--- src/rtl/vi_pkg.sv ---
// Shared definitions for the Vi pipeline: latency classes, fixed issue-to-available
// latencies and the scoreboard countdown width.
package vi_pkg;

   localparam int CW = 3;

   typedef enum logic [1:0] {
      CLS_ALU  = 2'd0,
      CLS_LOAD = 2'd1,
      CLS_MULT = 2'd2,
      CLS_RSVD = 2'd3
   } lat_class_e;

   localparam int LAT_FWD_ALU  = 1;
   localparam int LAT_FWD_LOAD = 2;
   localparam int LAT_FWD_MULT = 5;
   localparam int LAT_RET_ALU  = 3;
   localparam int LAT_RET_LOAD = 3;
   localparam int LAT_RET_MULT = 6;

   // The reserved class behaves exactly like an ALU op.
   function automatic int lat_fwd(lat_class_e cls);
      case (cls)
         CLS_LOAD: return LAT_FWD_LOAD;
         CLS_MULT: return LAT_FWD_MULT;
         default:  return LAT_FWD_ALU;
      endcase
   endfunction

   function automatic int lat_ret(lat_class_e cls);
      case (cls)
         CLS_LOAD: return LAT_RET_LOAD;
         CLS_MULT: return LAT_RET_MULT;
         default:  return LAT_RET_ALU;
      endcase
   endfunction

endpackage

--- src/rtl/sb_entry.sv ---
// One scoreboard entry: pending-write flag plus forward and retire countdowns for a
// single architectural register.
module sb_entry
   import vi_pkg::*;
#(
   parameter int W = CW
) (
   input  logic         clk_i,
   input  logic         rsn_i,
   input  logic         flush_i,
   input  logic         hold_i,
   input  logic         issue_i,
   input  lat_class_e   class_i,
   output logic         busy_o,
   output logic [W-1:0] fwd_cnt_o,
   output logic [W-1:0] ret_cnt_o
);

   logic         busy_q, busy_d;
   logic [W-1:0] fwd_q, fwd_d;
   logic [W-1:0] ret_q, ret_d;

   // The forward counter is read one cycle after issue, so it starts one below the
   // latency; the retire counter covers the full latency and clears busy at 1.
   always_comb begin
      busy_d = busy_q;
      fwd_d  = fwd_q;
      ret_d  = ret_q;
      if (issue_i) begin
         busy_d = 1'b1;
         fwd_d  = W'(lat_fwd(class_i) - 1);
         ret_d  = W'(lat_ret(class_i));
      end else if (!hold_i && busy_q) begin
         if (ret_q == W'(1)) begin
            busy_d = 1'b0;
            fwd_d  = '0;
            ret_d  = '0;
         end else begin
            if (fwd_q != '0) fwd_d = fwd_q - W'(1);
            if (ret_q != '0) ret_d = ret_q - W'(1);
         end
      end
   end

   // NOTE: state flops use non-blocking assignments so every entry samples the same
   // pre-edge values; all three are reset because hazard logic reads them directly.
   always_ff @(posedge clk_i) begin
      if (rsn_i || flush_i) begin
         busy_q <= 1'b0;
         fwd_q  <= '0;
         ret_q  <= '0;
      end else begin
         busy_q <= busy_d;
         fwd_q  <= fwd_d;
         ret_q  <= ret_d;
      end
   end

   assign busy_o    = busy_q;
   assign fwd_cnt_o = fwd_q;
   assign ret_cnt_o = ret_q;

endmodule

--- src/rtl/rd_scoreboard.sv ---
// Destination-register scoreboard: tracks in-flight writes and tells decode, one
// cycle ahead of the bypass network, whether each source is clean, forwarded or stalled.
module rd_scoreboard #(
   parameter int NREGS = 32,
   parameter int CW    = vi_pkg::CW
) (
   input  logic             clk_i,
   input  logic             rsn_i,
   input  logic             dec_valid_i,
   input  logic             dec_wr_en_i,
   input  logic [4:0]       dec_wr_addr_i,
   input  logic [1:0]       dec_class_i,
   input  logic [4:0]       dec_read_addr_a_i,
   input  logic [4:0]       dec_read_addr_b_i,
   input  logic             dec_read_en_a_i,
   input  logic             dec_read_en_b_i,
   input  logic             back_stall_i,
   input  logic             flush_i,
   output logic             stall_core_o,
   output logic             fwd_a_o,
   output logic             fwd_b_o,
   output logic [NREGS-1:0] busy_o
);

   vi_pkg::lat_class_e cls;
   logic               busy_w    [NREGS];
   logic [CW-1:0]      fwd_cnt_w [NREGS];
   logic [CW-1:0]      ret_cnt_w [NREGS];
   logic [NREGS-1:1]   issue_vec;
   logic               hit_a, hit_b, raw_a, raw_b, waw, kill, issue;

   assign cls = vi_pkg::lat_class_e'(dec_class_i);

   // x0 has no entry; its slot reads as permanently idle.
   assign busy_w[0]    = 1'b0;
   assign fwd_cnt_w[0] = '0;
   assign ret_cnt_w[0] = '0;

   for (genvar i = 1; i < NREGS; i++) begin : g_entry
      assign issue_vec[i] = issue && (dec_wr_addr_i == 5'(i));

      sb_entry #(.W(CW)) u_entry (
         .clk_i     (clk_i),
         .rsn_i     (rsn_i),
         .flush_i   (flush_i),
         .hold_i    (back_stall_i),
         .issue_i   (issue_vec[i]),
         .class_i   (cls),
         .busy_o    (busy_w[i]),
         .fwd_cnt_o (fwd_cnt_w[i]),
         .ret_cnt_o (ret_cnt_w[i])
      );
   end

   always_comb begin
      busy_o = '0;
      for (int i = 0; i < NREGS; i++) busy_o[i] = busy_w[i];
   end

   assign hit_a = dec_read_en_a_i && (dec_read_addr_a_i != '0) && busy_w[dec_read_addr_a_i];
   assign hit_b = dec_read_en_b_i && (dec_read_addr_b_i != '0) && busy_w[dec_read_addr_b_i];
   assign raw_a = hit_a && (fwd_cnt_w[dec_read_addr_a_i] != '0);
   assign raw_b = hit_b && (fwd_cnt_w[dec_read_addr_b_i] != '0);

   // A younger write must not retire earlier than the one already in flight.
   assign waw = dec_wr_en_i && (dec_wr_addr_i != '0) && busy_w[dec_wr_addr_i]
             && (CW'(vi_pkg::lat_ret(cls)) <= ret_cnt_w[dec_wr_addr_i]);

   assign kill         = flush_i || rsn_i;
   assign stall_core_o = dec_valid_i && (raw_a || raw_b || waw) && !kill;
   assign fwd_a_o      = hit_a && !raw_a && !kill;
   assign fwd_b_o      = hit_b && !raw_b && !kill;

   assign issue = dec_valid_i && dec_wr_en_i && (dec_wr_addr_i != '0)
               && !stall_core_o && !back_stall_i;

endmodule

--- config.mk ---
export PLATFORM = sky130hd
export DESIGN_NAME = rd_scoreboard
export DESIGN_NICKNAME = d
export VERILOG_FILES = /design/src/rtl/vi_pkg.sv /design/src/rtl/sb_entry.sv /design/src/rtl/rd_scoreboard.sv
export SDC_FILE = /design/constraint.sdc
export NUM_CORES = 1
export LEC_CHECK = 0
export ABC_AREA = 1
export CORE_MARGIN = 2
export CORE_UTILIZATION = 37
export DETAILED_ROUTE_END_ITERATION = 7
export PLACE_DENSITY = 0.59
export SYNTH_ARGS = -nofsm -noshare
export SYNTH_HDL_FRONTEND = slang
export SYNTH_SLANG_ARGS = --single-unit
--- constraint.sdc ---
create_clock -name clk_i -period 14.2 [get_ports clk_i]
set_clock_uncertainty 0.1 [all_clocks]
set_input_delay 4.26 -clock clk_i [delete_from_list [all_inputs] [get_ports clk_i]]
set_output_delay 4.26 -clock clk_i [all_outputs]
set_load 0.01 [all_outputs]
==> metrics.md <==
| Metric | Value |
|---|---|
| Outcome | `finished clean` |
| VDD IR max | `0.0000824 V` |
| # setup viols final | `0` |
| Largest net degree at the start of global routing | `80` |
| Leakage power | `8.19 nW` |
| Sinks on Clock Net | `217` |
| WL final | `67600 µm` |
| Tightest Hold Check Type | `reg -> reg` |
| Post-DP HPWL | `50100 µm` |
| Die Y | `230 µm` |
| Clock Path Buffers | `3` |
| Seq cells post-synth | `217` |
| Clock Latency Late Sink | `0.57 ns` |
| Vias per cell | `5.34` |
| CTS Buf Count | `29` |
| First-pass GRT wire length | `103000 µm` |
| Synth Area per Inst | `6.32 µm²` |
| Resized cells post-CTS | `0` |
| Final Hold Viols | `0` |
| Synth Warn # | `0` |
| Part of the cycle the worst path needs | `94.2%` |
| Slew HR | `29.0%` |
| Crit path top cell by count | `nand2_1` |
| CP Capture Type | `output port` |
| Layout cells sized above 1 | `4.39%` |
| RSZ-0062 raised after global routing | `no` |
| Synth area leaders | `dfxtp_1, nand2_1, nor2_1` |
| Seq/Total Area, Yosys | `23.0%` |
| I/O Pins | `60` |
| Fin. max-slew vios | `0` |
| Final min period | `13.38 ns` |
| Crit-path cells | `clkdlybuf4s50_1 -> nand2_1 -> o22ai_1 -> a221oi_1 -> o211ai_1 -> o22ai_1 -> ha_1 -> nand4_1 -> nor2_1 -> nand2_1 -> nand2_1 -> nand2_1 -> nand3_1 -> nand3_2 -> nand2_8 -> inv_1 -> clkdlybuf4s50_1` |
| Ant. Diodes | `0` |
| Row cnt | `82` |
| Max-cap violations | `0` |
| Post-Route Setup TNS | `0 ns` |
| Most used DFF post-synth | `dfxtp_1` |
| Core area | `50300 µm²` |
| Commonest non-fill, non-tap cell in the layout | `nand2_1` |
| Remaining DRCs | `0` |
| Mapped Area | `18900 µm²` |
| Via count | `19.4k` |
| DRT iter0 DRCs | `1446` |
| # port buffers | `58` |
| CP Buf/Inv Count | `3` |
| CTS H-tree depth | `1` |
| Detail Route Antenna Nets | `0` |
| Post-synth EDFFs | `0` |
| Postcts setup bufs | `0` |
| Critical Path Source Type | `input port` |
| Yosys top cell area share | `23.0%` |
| Hold Buf Count CTS | `0` |
| # fillers | `5344` |
| Crit-path leading delay family | `simple AND/OR/NAND/NOR gates` |
| Synthesized instance count | `2991` |
| Worst path slowest cell | `clkdlybuf4s50_1` |
| Routed WL per cell | `18.6 µm` |
| Post-synth net total | `3173` |
| Multi-input gate area in the final layout | `12000 µm²` |
| Antenna violations before repair | `0` |
| Die Area | `52900 µm²` |
| Fmax achieved | `0.0747 GHz` |
| Total global routing overflow | `0` |
| Synth area leader | `dfxtp_1` |
| FF+latch area | `4340 µm²` |
| Crit path max fanout | `51` |
| Syn-to-layout area delta | `7.71%` |
| Kind of critical path | `in -> out` |
| Die width | `230 µm` |
| Vias in the first global route | `17.8k` |
| Root Driver | `clkbuf_16` |
| CTS tree | `yes` |
| Most frequent cells in the layout | `nand2_1, nor2_1, inv_1, dfxtp_1, nand3_1` |
| 1st-pass router iterations | `6` |
| CP Data Required Time | `9.84 ns` |
| Largest stage delay on the critical path | `0.96 ns` |
| PwrDens | `70.4 nW/µm²` |
| Worst-path clk slew | `0.05 ns` |
| Initial Utilization | `37.6%` |
| Yosys cell types | `43` |
| RD Place Congestion | `0.955` |
| Worst EP arrival | `9.02 ns` |
| Hold_ws | `0.386 ns` |
| Worst-Margin Slew | `1.06 ns` |
| FFs w/ async S/R, synth | `0%` |
| Final-stage net count | `3123` |
| Gr usage total | `24.8%` |
==> flip-flops by register name, indices dropped and copies added, names as in the netlist <==
signal / flops
g_entry.u_entry.fwd_cnt_o: 93
g_entry.u_entry.ret_cnt_o: 93
g_entry.u_entry.busy_o: 31
==> final timing paths <==
kind / from / endpoint / slack (ns) / cells past startpoint
setup / recovery: dec_wr_addr_i[1] / stall_core_o / 0.82 / 17
hold / removal: g_entry[24].u_entry.ret_cnt_o[1] / g_entry[24].u_entry.ret_cnt_o[1] / 0.39 / 2
setup reg to reg: g_entry[19].u_entry.ret_cnt_o[2] / g_entry[25].u_entry.ret_cnt_o[0] / 9.51 / 20
hold reg to reg: g_entry[24].u_entry.ret_cnt_o[1] / g_entry[24].u_entry.ret_cnt_o[1] / 0.39 / 2
==> worst register-to-register path, cell delays in order, from the launching register on <==
cell,delay [ns]
dfxtp_1,0.33
inv_1,0.19
o22ai_1,0.13
a221oi_1,0.38
o211ai_1,0.16
o22ai_1,0.19
ha_1,0.24
nand4_1,0.13
nor2_1,0.10
nand2_1,0.06
nand2_1,0.05
nand2_1,0.05
nand3_1,0.18
nand3_2,0.15
nand2_8,0.35
buf_4,0.57
nand3_1,0.55
o21ai_0,0.41
inv_1,0.11
nor2_1,0.11
nor2_1,0.05
==> power breakdown <==
part / leakage, nW / internal (mW) / switching (mW) / total, mW
clock: 0.436 / 0.407 / 0.296 / 0.703
sequential: 1.75 / 0.610 / 0.000949 / 0.611
combinational: 6.01 / 0.0272 / 0.0926 / 0.120
==> metal layers <==
layer | share of wire [%] | global-route usage [%]
met5 | 0 | 0
met4 | 4.3 | 10.3
met3 | 6.9 | 2.93
met2 | 45 | 40.7
met1 | 44 | 33.0
==> kinds of logic (layout without fill, tap and decap cells) <==
logic type / after synthesis / in the layout / share of synthesized area, %
adder cells (fa/ha/maj): 157 / 157 / 10.4
AO/OA/AOI/OAI: 424 / 424 / 13.5
flip-flops: 217 / 217 / 23.0
XOR/XNOR: 56 / 56 / 2.60
buffers and inverters: 578 / 550 / 13.7
AND/OR/NAND/NOR: 1558 / 1558 / 36.7
other: 1 / 1 / 0.0198
==> synth_stat cells (24+ instances only) <==
master / number
o21ai_0: 117
inv_1: 414
a21oi_1: 93
o21ai_1: 25
nand4_1: 164
nand3_1: 185
o211ai_1: 112
ha_1: 157
dfxtp_1: 217
buf_4: 51
xor2_1: 24
xnor2_1: 32
nor2_1: 534
nand2_1: 588
o22ai_1: 28
clkbuf_1: 49
==> final cells by class <==
type | count | share of cell area (%)
multi-input combinational | 2196 | 58.9
tap | 672 | 4.13
timing repair buffer | 78 | 3.54
clock buffer | 48 | 4.21
inverter | 419 | 7.73
sequential | 217 | 21.3
clock inverter | 5 | 0.141
==> metrics by stage <==
stage	cells	power (mW)	setup WS, ns	utilization [%]	cell area, µm²
2_1_floorplan	2991	0.699	2.91	-	18900
3_3_place_gp	3582	0.740	1.02	38.7	19500
3_5_place_dp	3582	0.741	0.943	38.7	19500
4_1_cts	3635	1.45	0.901	40.5	20400
5_1_grt	3635	1.48	0.516	40.5	20400
6_report	3635	1.43	0.821	40.5	20400
Note: power is estimated with default switching activity, not from simulation.
